### src/rtl/mux_channel_scanner_if.sv
`timescale 1ns/1ps
`default_nettype none
// ---------------------------------------------------------------------------
// mux_channel_scanner_if : control/mux handshake bundle for mux_channel_scanner
// Rev 1.0
// ---------------------------------------------------------------------------
interface mux_channel_scanner_if;
  logic       start;
  logic       CONT;
  logic       Y;
  logic [1:0] S;
  logic       busy;
  logic       done;
  logic [3:0] D;

  modport slave (
    input  start, CONT, Y,
    output S, busy, done, D
  );

  modport master (
    output start, CONT, Y,
    input  S, busy, done, D
  );
endinterface
`default_nettype wire

### src/rtl/mux_channel_scanner.sv
`timescale 1ns/1ps
`default_nettype none
// ---------------------------------------------------------------------------
// mux_channel_scanner : steps a 4-to-1 mux select through channels 0..3,
// samples Y after SETTLE cycles per channel and publishes a 4-bit word.
// Rev 1.0
// ---------------------------------------------------------------------------
module mux_channel_scanner #(
  parameter int SETTLE = 2
) (
  input  logic                  clk,
  input  logic                  rst,
  mux_channel_scanner_if.slave  bus
);

  localparam int              CW       = (SETTLE > 1) ? $clog2(SETTLE) : 1;
  localparam logic [CW-1:0]   CNT_LAST = CW'(SETTLE - 1);

  typedef enum logic [0:0] {
    ST_IDLE = 1'b0,
    ST_WAIT = 1'b1
  } state_t;

  state_t        state_q;
  logic [CW-1:0] cnt_q;
  logic [2:0]    sh_q;
  logic [1:0]    s_q;
  logic          busy_q;
  logic          done_q;
  logic [3:0]    d_q;

  always_ff @(posedge clk or posedge rst) begin
    if (rst) begin
      state_q <= ST_IDLE;
      cnt_q   <= '0;
      sh_q    <= '0;
      s_q     <= '0;
      busy_q  <= 1'b0;
      done_q  <= 1'b0;
      d_q     <= '0;
    end else begin
      done_q <= 1'b0;
      case (state_q)
        ST_IDLE: begin
          if (bus.start) begin
            s_q     <= '0;
            cnt_q   <= '0;
            busy_q  <= 1'b1;
            state_q <= ST_WAIT;
          end
        end
        ST_WAIT: begin
          if (cnt_q != CNT_LAST) begin
            cnt_q <= cnt_q + 1'b1;
          end else begin
            cnt_q <= '0;
            if (s_q != 2'd3) begin
              case (s_q)
                2'd0:    sh_q[0] <= bus.Y;
                2'd1:    sh_q[1] <= bus.Y;
                default: sh_q[2] <= bus.Y;
              endcase
              s_q <= s_q + 2'd1;
            end else begin
              // Final channel: publish the whole word at once so partial scans never leak into D.
              d_q    <= {bus.Y, sh_q};
              done_q <= 1'b1;
              s_q    <= '0;
              if (!bus.CONT) begin
                busy_q  <= 1'b0;
                state_q <= ST_IDLE;
              end
            end
          end
        end
        default: state_q <= ST_IDLE;
      endcase
    end
  end

  assign bus.S    = s_q;
  assign bus.busy = busy_q;
  assign bus.done = done_q;
  assign bus.D    = d_q;

endmodule
`default_nettype wire

### src/flat_wrapper.sv
// flat-port wrapper written by rule: the top's interface ports become plain ports
module mux_channel_scanner_flat 
#(
  parameter int SETTLE = 2
)
  (clk, rst, bus_start, bus_CONT, bus_Y, bus_S, bus_busy, bus_done, bus_D);
  mux_channel_scanner_if bus_i ();
  input  logic clk;
  input  logic rst;
  input wire logic [$bits(bus_i.start)-1:0] bus_start;
  input wire logic [$bits(bus_i.CONT)-1:0] bus_CONT;
  input wire logic [$bits(bus_i.Y)-1:0] bus_Y;
  output wire logic [$bits(bus_i.S)-1:0] bus_S;
  output wire logic [$bits(bus_i.busy)-1:0] bus_busy;
  output wire logic [$bits(bus_i.done)-1:0] bus_done;
  output wire logic [$bits(bus_i.D)-1:0] bus_D;
  assign bus_i.start = bus_start;
  assign bus_i.CONT = bus_CONT;
  assign bus_i.Y = bus_Y;
  assign bus_S = bus_i.S;
  assign bus_busy = bus_i.busy;
  assign bus_done = bus_i.done;
  assign bus_D = bus_i.D;
  mux_channel_scanner #(.SETTLE(SETTLE)) u_core (.clk(clk), .rst(rst), .bus(bus_i));
endmodule
### config.mk
export PLATFORM = sky130hd
export DESIGN_NAME = mux_channel_scanner_flat
export DESIGN_NICKNAME = d
export VERILOG_FILES = /design/src/rtl/mux_channel_scanner_if.sv /design/src/rtl/mux_channel_scanner.sv /design/src/flat_wrapper.sv
export SDC_FILE = /design/constraint.sdc
export NUM_CORES = 1
export LEC_CHECK = 0
export CAP_MARGIN = 20
export CORE_ASPECT_RATIO = 0.9
export CORE_MARGIN = 3
export CORE_UTILIZATION = 40
export DETAILED_ROUTE_END_ITERATION = 12
export HOLD_SLACK_MARGIN = 0.1
export PLACE_DENSITY = 0.72
export SYNTH_ARGS = -nofsm -noshare
export SYNTH_HDL_FRONTEND = slang
export SYNTH_SLANG_ARGS = --single-unit
export TNS_END_PERCENT = 5
### constraint.sdc
create_clock -name clk -period 2.6 [get_ports clk]
set_clock_uncertainty 0.15 [all_clocks]
set_input_delay 0.52 -clock clk [delete_from_list [all_inputs] [get_ports clk]]
set_output_delay 0.52 -clock clk [all_outputs]
set_load 0.02 [all_outputs]
==> impl_results.md <==
* Largest net degree at the start of global routing at 14
* Starting Density at between 40% and 50%
* Pre-CTS setup slack at 0.8856 ns
* Number of distinct library cells after synthesis at 14
* Chip width at around 46 µm
* Final ANT Viol Nets at 0
* Via Count at ~370
* Final #Nets at 67
* Final HPWL DP at 709.3 µm
* Register bit total from synthesis at 13
* Post-synth top area share at 55.67%
* Worst path top cell family by delay: buffers and inverters
* RSZ-0062 raised after global routing: false
* Syn_nets at 52
* Filler Cells Inserted at 132
* Sequential share of the synthesized area at between 50 and 60%
* Critical path class: reg -> out
* DRC at 0
* Max-slew violations at 0
* CTS tree: built
* Final wirelength at 989 µm
* Initial antenna violation count at 0
* Drt via density at approximately 5
* Max Fclk at 494.2 MHz
* Hold buffers post-CTS at 0
* Crit path DAT at 1.35 ns
* Layout cells sized above 1 at 21.05%
* Netlist area before placement at 584.3 µm²
* TNS Setup at 0 ns
* H-tree Lvls at 1
* Vias in the first global route at 385
* Avg Cell Area, Syn at 13.59 µm²
* # diodes at 0
* Synth warn at 0
* Die extent in y at 42.26 µm
* Post-cts sizing count at 0
* Top area cells in the synthesized netlist: dfrtp_1, mux2_2, ha_1
* Layout area overhead at 25.48%
* Total GRT Usage at 12.89%
* Worst Hold Class: reg -> reg
* Clk buf depth at 2
* Clock-pin slew on the worst setup and hold paths at about 0.08 ns
* WL/cell at between 10 and 15 µm
* Finished Core Util at 56.13%
* Crit path max-delay cell type: clkdlybuf4s50_1
* Worst-path fanout max at 6
* CP Launch Type: flop
* Slew margin rel. at 67.92%
* Crit-path max cell delay at about 0.64 ns
* First-pass GRT wire length at 1.725 mm
* Count of input and output buffers at 12
* Setup Buffers After CTS at 0
* CP endpoint kind: primary output
* Clk root buf: clkbuf_4
* Clk_lat worst skew at between 0.2 and 0.3 ns
* Final Setup Violations at 0
* Finished layout cell area at around 730 µm²
* Clk sink count at 13
* Critical path, cell by cell: clkdlybuf4s50_1
* Status: finished clean
* Final min period at 2.024 ns
* Worst IR Drop VDD at about 0.61 mV
* Async set-reset flop share out of synthesis at 100.0%
* Setup WS post-layout at 0.5764 ns
* CTS Buf Count at 3
* # IOs at 13
* Number of synthesized flops with an enable pin at 0
* Post-synth top cells: dfrtp_1, mux2_2, ha_1, inv_1, nand3_1
* Area of the die at a little under 0.002 mm²
* Static Leak at 0.3406 nW
* Final period util at 77.83%
* Final Hold Viols at 0
* Req. time, crit path at 1.93 ns
* Worst-Margin Slew at 0.4806 ns
* Post-Synthesis Cells at 43
* Most used DFF post-synth: dfrtp_1
* Core ar. at around 0.0013 mm²
* DR pass1 iterations at 2
* Pwr Density at 1266 mW/mm²
* Top cell type by total area after synthesis: dfrtp_1
* Most common cell in the netlist: dfrtp_1
* Placed Area at 706.9 µm²
* DRT iter0 DRCs at 1
* CP bufs+invs at 1
* Gp weighted congestion at 0.6547
* Max-Cap Viols at 0
* GRT Residual Overflow at 0
* Row cnt at 12
==> flip-flops by register name, summed over array words and instances, names as in the netlist <==
signal / count
u_core.bus.S: 2
u_core.state_q: 1
u_core.cnt_q: 1
u_core.bus.busy: 1
u_core.bus.D: 4
u_core.bus.done: 1
u_core.sh_q: 3
==> through the flow <==
step / hold WS (ns) / instances / power, mW
2_1_floorplan: 0.2470 / 43 / 0.6508
3_3_place_gp: 0.3239 / 67 / 0.7937
3_5_place_dp: 0.3372 / 67 / 0.8147
4_1_cts: 0.3602 / 71 / 0.9450
5_1_grt: 0.3898 / 71 / 1.006
6_report: 0.3514 / 71 / 0.9284
==> metal layers <==
layer / routed length, µm / track usage [%] / share of wire, %
met1: 441 / 15.96 / 45
met2: 470 / 17.86 / 48
met3: 62 / 6.438 / 6.3
met4: 14 / 6.818 / 1.4
met5: 0 / 0 / 0
==> worst paths after layout <==
| kind | start | end | slack [ns] | cells past startpoint |
|---|---|---|---|---|
| max | u_core.bus.S[0] | bus_S[0] | 0.58 | 1 |
| min | u_core.sh_q[2] | u_core.bus.D[2] | 0.35 | 1 |
| max reg2reg | u_core.bus.S[0] | u_core.bus.D[3] | 1.14 | 3 |
| min reg2reg | u_core.sh_q[2] | u_core.bus.D[2] | 0.35 | 1 |
| max in group asynchronous | rst | u_core.cnt_q | 1.57 | 2 |
| min in group asynchronous | rst | u_core.bus.D[2] | 0.40 | 2 |
==> logic make-up after synthesis <==
family,after synthesis,share of synthesized area [%]
compound gates,4,5.997
fa+ha+maj,4,8.566
simple gates,7,7.494
buf+inv,6,5.138
flops,13,55.67
mux,9,17.13
==> layout by cell type, fill, tap and decap left out, drive strengths merged <==
master	synthesis	final
a21o	1	1
o22a	2	2
mux2i	1	1
ha	4	4
nand3	4	4
and3b	1	1
clkbuf	0	4
a32o	1	1
mux2	8	8
nor2	1	1
clkdlybuf4s50	0	12
inv	4	4
dfrtp	13	13
nor2b	1	1
==> report_power, final <==
part           switching, mW  internal [mW]  leakage, nW  total, mW
clock                 0.0657         0.0595       0.0150      0.125
combinational          0.179          0.237        0.173      0.416
sequential            0.0879          0.300        0.153      0.387
total                  0.333          0.596        0.341      0.928
==> cell type report <==
cell class,count,area (µm²),area share (%)
Inverter,4,15.01,2.048
Sequential cell,13,325.3,44.37
Clock buffer,4,26.28,3.584
Timing Repair Buffer,12,120.1,16.38
Tap cell,14,17.52,2.389
Multi-Input combinational cell,24,229.0,31.23
No activity file was read; power rests on OpenSTA's default activity.
==> edit 1, RTL diff (same settings) <==
`SETTLE` is set to 2 in 2 places; all go to 4.
--- a/src/rtl/mux_channel_scanner.sv
+++ b/src/rtl/mux_channel_scanner.sv
@@ -8,3 +8,3 @@
 module mux_channel_scanner #(
-  parameter int SETTLE = 2
+  parameter int SETTLE = 4
 ) (
--- a/src/flat_wrapper.sv
+++ b/src/flat_wrapper.sv
@@ -3,3 +3,3 @@
 #(
-  parameter int SETTLE = 2
+  parameter int SETTLE = 4
 )
Formal check against the unedited RTL: not equivalent (Yosys sat finds a counterexample within 4 cycles, from zero or initial values and one cycle with rst high).
==> edit 1 against the unedited design <==
Maximum frequency down 0.15%. Sequential cell count up 1. Area after synthesis up 11%. Wire length down 2.4%. Via count up 9.3%. Cell area up 10%. Die area up 9.8%. Worst setup slack worse by 0.0030 ns. Power up 1.1%. Synthesized cell count up 19%. Critical path depth unchanged. Cell count up 23%. Register-to-register slack worse by 0.18 ns. Largest cell class unchanged. Largest power group unchanged.
==> edit 1: results (changes against the unedited design) <==
Run status
Outcome: finished, final reports clean (unchanged).

Routing
The met3 wire length came to 47 um (was 62 um). The number of detailed-routing iterations run before antenna repair is 4 (was 2). The routed via count is 399 (was 365).

The final routed wirelength across all metal layers was 965 um (was 989 um). The number of DRC markers in iteration 0 is 9 (was 1). The amount of wire on met2 after detailed routing was 404 um (was 470 um).

Logic synthesis
The post-synth net total came to 62 (was 52). The share of synthesized area spent on multiplexers is 15.4% (was 17.1%). The post-synthesis share of cell area spent on xor and xnor gates is 0% (unchanged). The arithmetic-cell share of the synthesized area counting full adders, half adders and majority gates is 11.5% (was 8.57%).

The share of the synthesized area in compound gates (AO/OA/AOI/OAI) is 5.38% (was 6.00%). Cell types with the highest counts after synthesis: 14 x dfrtp_1, 6 x ha_1, 6 x mux2_2, 5 x inv_1, 5 x nor2_1 (was 13 x dfrtp_1, 8 x mux2_2, 4 x ha_1, 4 x inv_1, 3 x nand3_1). The mean area per synthesized cell is 12.8 um2 (was 13.6 um2).

The distinct cell type count of the synthesized netlist came to 15 (was 14).

Placed design
The total placed cells including tap cells came to 84 (was 67). The HPWL reported at the end of detailed placement is 724 um (was 709 um). The routability congestion estimate came to 0.775 (was 0.655). The total placed instance area is 787 um2 (was 707 um2).

Power and ir drop
The leakage component of the power came to 0.376 nW (was 0.341 nW). The switching power as a share of total power is 34.4% (was 35.8%). The maximum ir drop on the vdd rail came to 637 uV (was 612 uV).

Global route
The met1 layer usage reported by global route came to 16.4% (was 16.0%). The met3 track demand over resource is 3.03% (was 6.44%). The most used routing layer is met1 (was met2). The met2 track demand over resource is 15.1% (was 17.9%). The first-pass GRT wire length is 1840 um (was 1730 um).

Worst setup path
The largest fanout on the critical path came to 7 (was 6). The internal reg-to-reg setup slack came to 0.96 ns (was 1.14 ns).

Layout
The net total in the final layout is 78 (was 67). The fraction of final layout cells sized beyond drive strength 1 was 16.9% (was 21.1%).

Timing
The worst-case hold slack is 0.342 ns (was 0.351 ns). The normalized max-slew margin is 65.5% (was 67.9%).

Worst hold path
The origin of the worst min-delay path is u_core.bus.busy (was u_core.sh_q[2]).
edit 1: cell type report:
| cell class | count | area [um2] |
|---|---|---|
| Sequential cell | 14 | 350 |
| Inverter | 5 | 18.8 |
| Clock buffer | 3 | 22.5 |
| Fill cell | 124 | 671 |
| Multi-Input combinational cell | 31 | 270 |
| Tap cell | 22 | 27.5 |
| Timing Repair Buffer | 12 | 120 |
edit 1: path summary, 6_finish.rpt:
kind                                   end  cells after the start
max in group asynchronous   u_core.state_q                      2
setup reg to reg            u_core.sh_q[0]                      4
hold / removal             u_core.bus.busy                      2
setup / recovery                  bus_S[0]                      1
hold reg to reg            u_core.bus.busy                      2
min in group asynchronous  u_core.bus.D[3]                      2
edit 1: power groups by stage:
stage | clock network, mW | logic (mW) | registers [mW]
after floorplan | 0 | 0.229 | 0.445
after global placement | 0 | 0.436 | 0.387
after detailed placement | 0 | 0.442 | 0.391
after CTS | 0.123 | 0.444 | 0.387
after global routing | 0.133 | 0.489 | 0.402
final | 0.116 | 0.438 | 0.385
==> edit 2, RTL diff (same flow settings) <==
Made on the original files. Reset style: synchronous (`rst`), changed in one clocked block.
--- a/src/rtl/mux_channel_scanner.sv
+++ b/src/rtl/mux_channel_scanner.sv
@@ -31,3 +31,3 @@
 
-  always_ff @(posedge clk or posedge rst) begin
+  always_ff @(posedge clk) begin
     if (rst) begin
Formal check against the unedited RTL: differs if rst is asserted again (counterexample within 4 cycles, from zero or initial values and one cycle with rst high); with rst held inactive, the same outputs for 10 cycles.
==> edit 2 against the unedited design <==
Via count grew 17%. Wire length increased by 5.4%. Die area rose by 7.8%. Sequential cell count is the same. Cell count rose by 18%. Cell area rose by 5.3%. Worst setup slack worse by 0.039 ns. Critical path type unchanged. Hold slack got worse by 0.019 ns. Largest cell class is now multi-input combinational cells. Area after synthesis up 9.0%.
Power is not compared: it rests on default switching activity, and its combinational part moved more than twofold at a synthesized area within 25%.
==> edit 2: results (changes against the unedited design) <==
Global route
The pin count of the biggest net entering global routing is 14 (unchanged). The met1 layer usage reported by global route is 14.8% (was 16.0%). The first-pass GRT wire length was 1700 um (was 1730 um).

The met3 track demand over resource is 7.47% (was 6.44%). The overall track demand over capacity in global routing is 12.2% (was 12.9%). The met2 track demand over resource is 17.2% (was 17.9%). The via count of the first global-routing pass is 381 (was 385).

Placed design
The total placed instance area is 746 um2 (was 707 um2). The worst setup slack after placement is 0.716 ns (was 0.886 ns). The total placed cells including tap cells is 80 (was 67). The routability congestion estimate was 0.780 (was 0.655).

Logic synthesis
The synthesized instance count is 56 (was 43). Top post-synthesis cells by area: dfxtp_1 41%, mux2i_1 11%, ha_1 9.8% (was dfrtp_1 56%, mux2_2 15%, ha_1 8.6%). The distinct cell type count of the synthesized netlist was 19 (was 14).

Cell types with the highest counts after synthesis: 13 x dfxtp_1, 9 x nand2b_1, 7 x mux2i_1, 5 x ha_1 (was 13 x dfrtp_1, 8 x mux2_2, 4 x ha_1, 4 x inv_1, 3 x nand3_1). The share of synthesized registers carrying an async set or reset came to 0% (was 100%). The fraction of the yosys area taken by sequential cells is 40.9% (was 55.7%). The count of yosys warnings during synthesis was 0 (unchanged). The post-synth net total is 66 (was 52).

Layout
The number of fill cells is 139 (was 132). The flip-flop count of the largest register, all copies and words added is 4 (unchanged). The post-layout instance count excluding filler cells was 84 (was 71). The fraction of final layout cells sized beyond drive strength 1 was 13.0% (was 21.1%).

Worst hold path
The origin of the worst min-delay path is u_core.bus.D[1] (was u_core.sh_q[2]). The number of cells traversed by the worst hold path came to 2 (was 1). The worst hold path endpoint is u_core.bus.D[1] (was u_core.bus.D[2]).

Worst setup path
The capturing instance or port of the critical path is bus_S[0] (unchanged). The largest fanout on the critical path is 7 (was 6). The beginning of the worst register-to-register path is u_core.state_q (was u_core.bus.S[0]). The arrival time reported for the critical path endpoint was 1.39 ns (was 1.35 ns). The terminus of the critical flop-to-flop path is u_core.bus.S[0] (was u_core.bus.D[3]). The internal reg-to-reg setup slack is 1.19 ns (was 1.14 ns).

The start point of the critical path is u_core.bus.S[0] (unchanged). The depth of the most critical reg-to-reg path is 2 (was 3).

Routing
The number of DRC markers in iteration 0 is 7 (was 1). The routed wirelength normalized by instance count was 12.4 um (was 13.9 um). The via-per-instance ratio was 5.07 (was 5.14).

The number of detailed-routing iterations run before antenna repair is 4 (was 2).

CTS
The maximum level of the CTS H-tree is 1 (unchanged). The buffer depth of the longest clock path is 2 (unchanged).

Run status
Outcome: finished, final reports clean (unchanged).

Timing
The normalized max-slew margin is 67.5% (was 67.9%). The worst-case hold slack is 0.333 ns (was 0.351 ns). The shortest clock period the worst path allows after layout is 2.06 ns (was 2.02 ns).
==> edit 2: cell type report <==
cell class / count / area [um2] / share of cell area (%)
multi-input cells: 37 / 335 / 43.4
flip-flops and latches: 13 / 260 / 33.7
repair buffers: 12 / 120 / 15.6
clock buffers: 4 / 26.3 / 3.40
well taps: 15 / 18.8 / 2.43
inverters: 3 / 11.3 / 1.46
==> edit 2: kinds of logic after synthesis <==
group | share of synthesized area, %
simple gates | 20.6
flops | 40.9
mux | 13.4
compound gates | 8.84
buf+inv | 6.48
fa+ha+maj | 9.82
==> edit 2: layer usage <==
layer / routed length (um) / share of wire, %
met3: 51 / 4.9
met4: 17 / 1.6
met1: 502 / 48
met2: 472 / 45
met5: 0 / 0
==> edit 2: power by group <==
part           switching (mW)  total (mW)  internal, mW  leakage [nW]
Clock                  0.0624       0.122        0.0595        0.0150
Combinational          0.0130      0.0320        0.0190         0.214
Sequential            0.00948       0.213         0.203         0.106
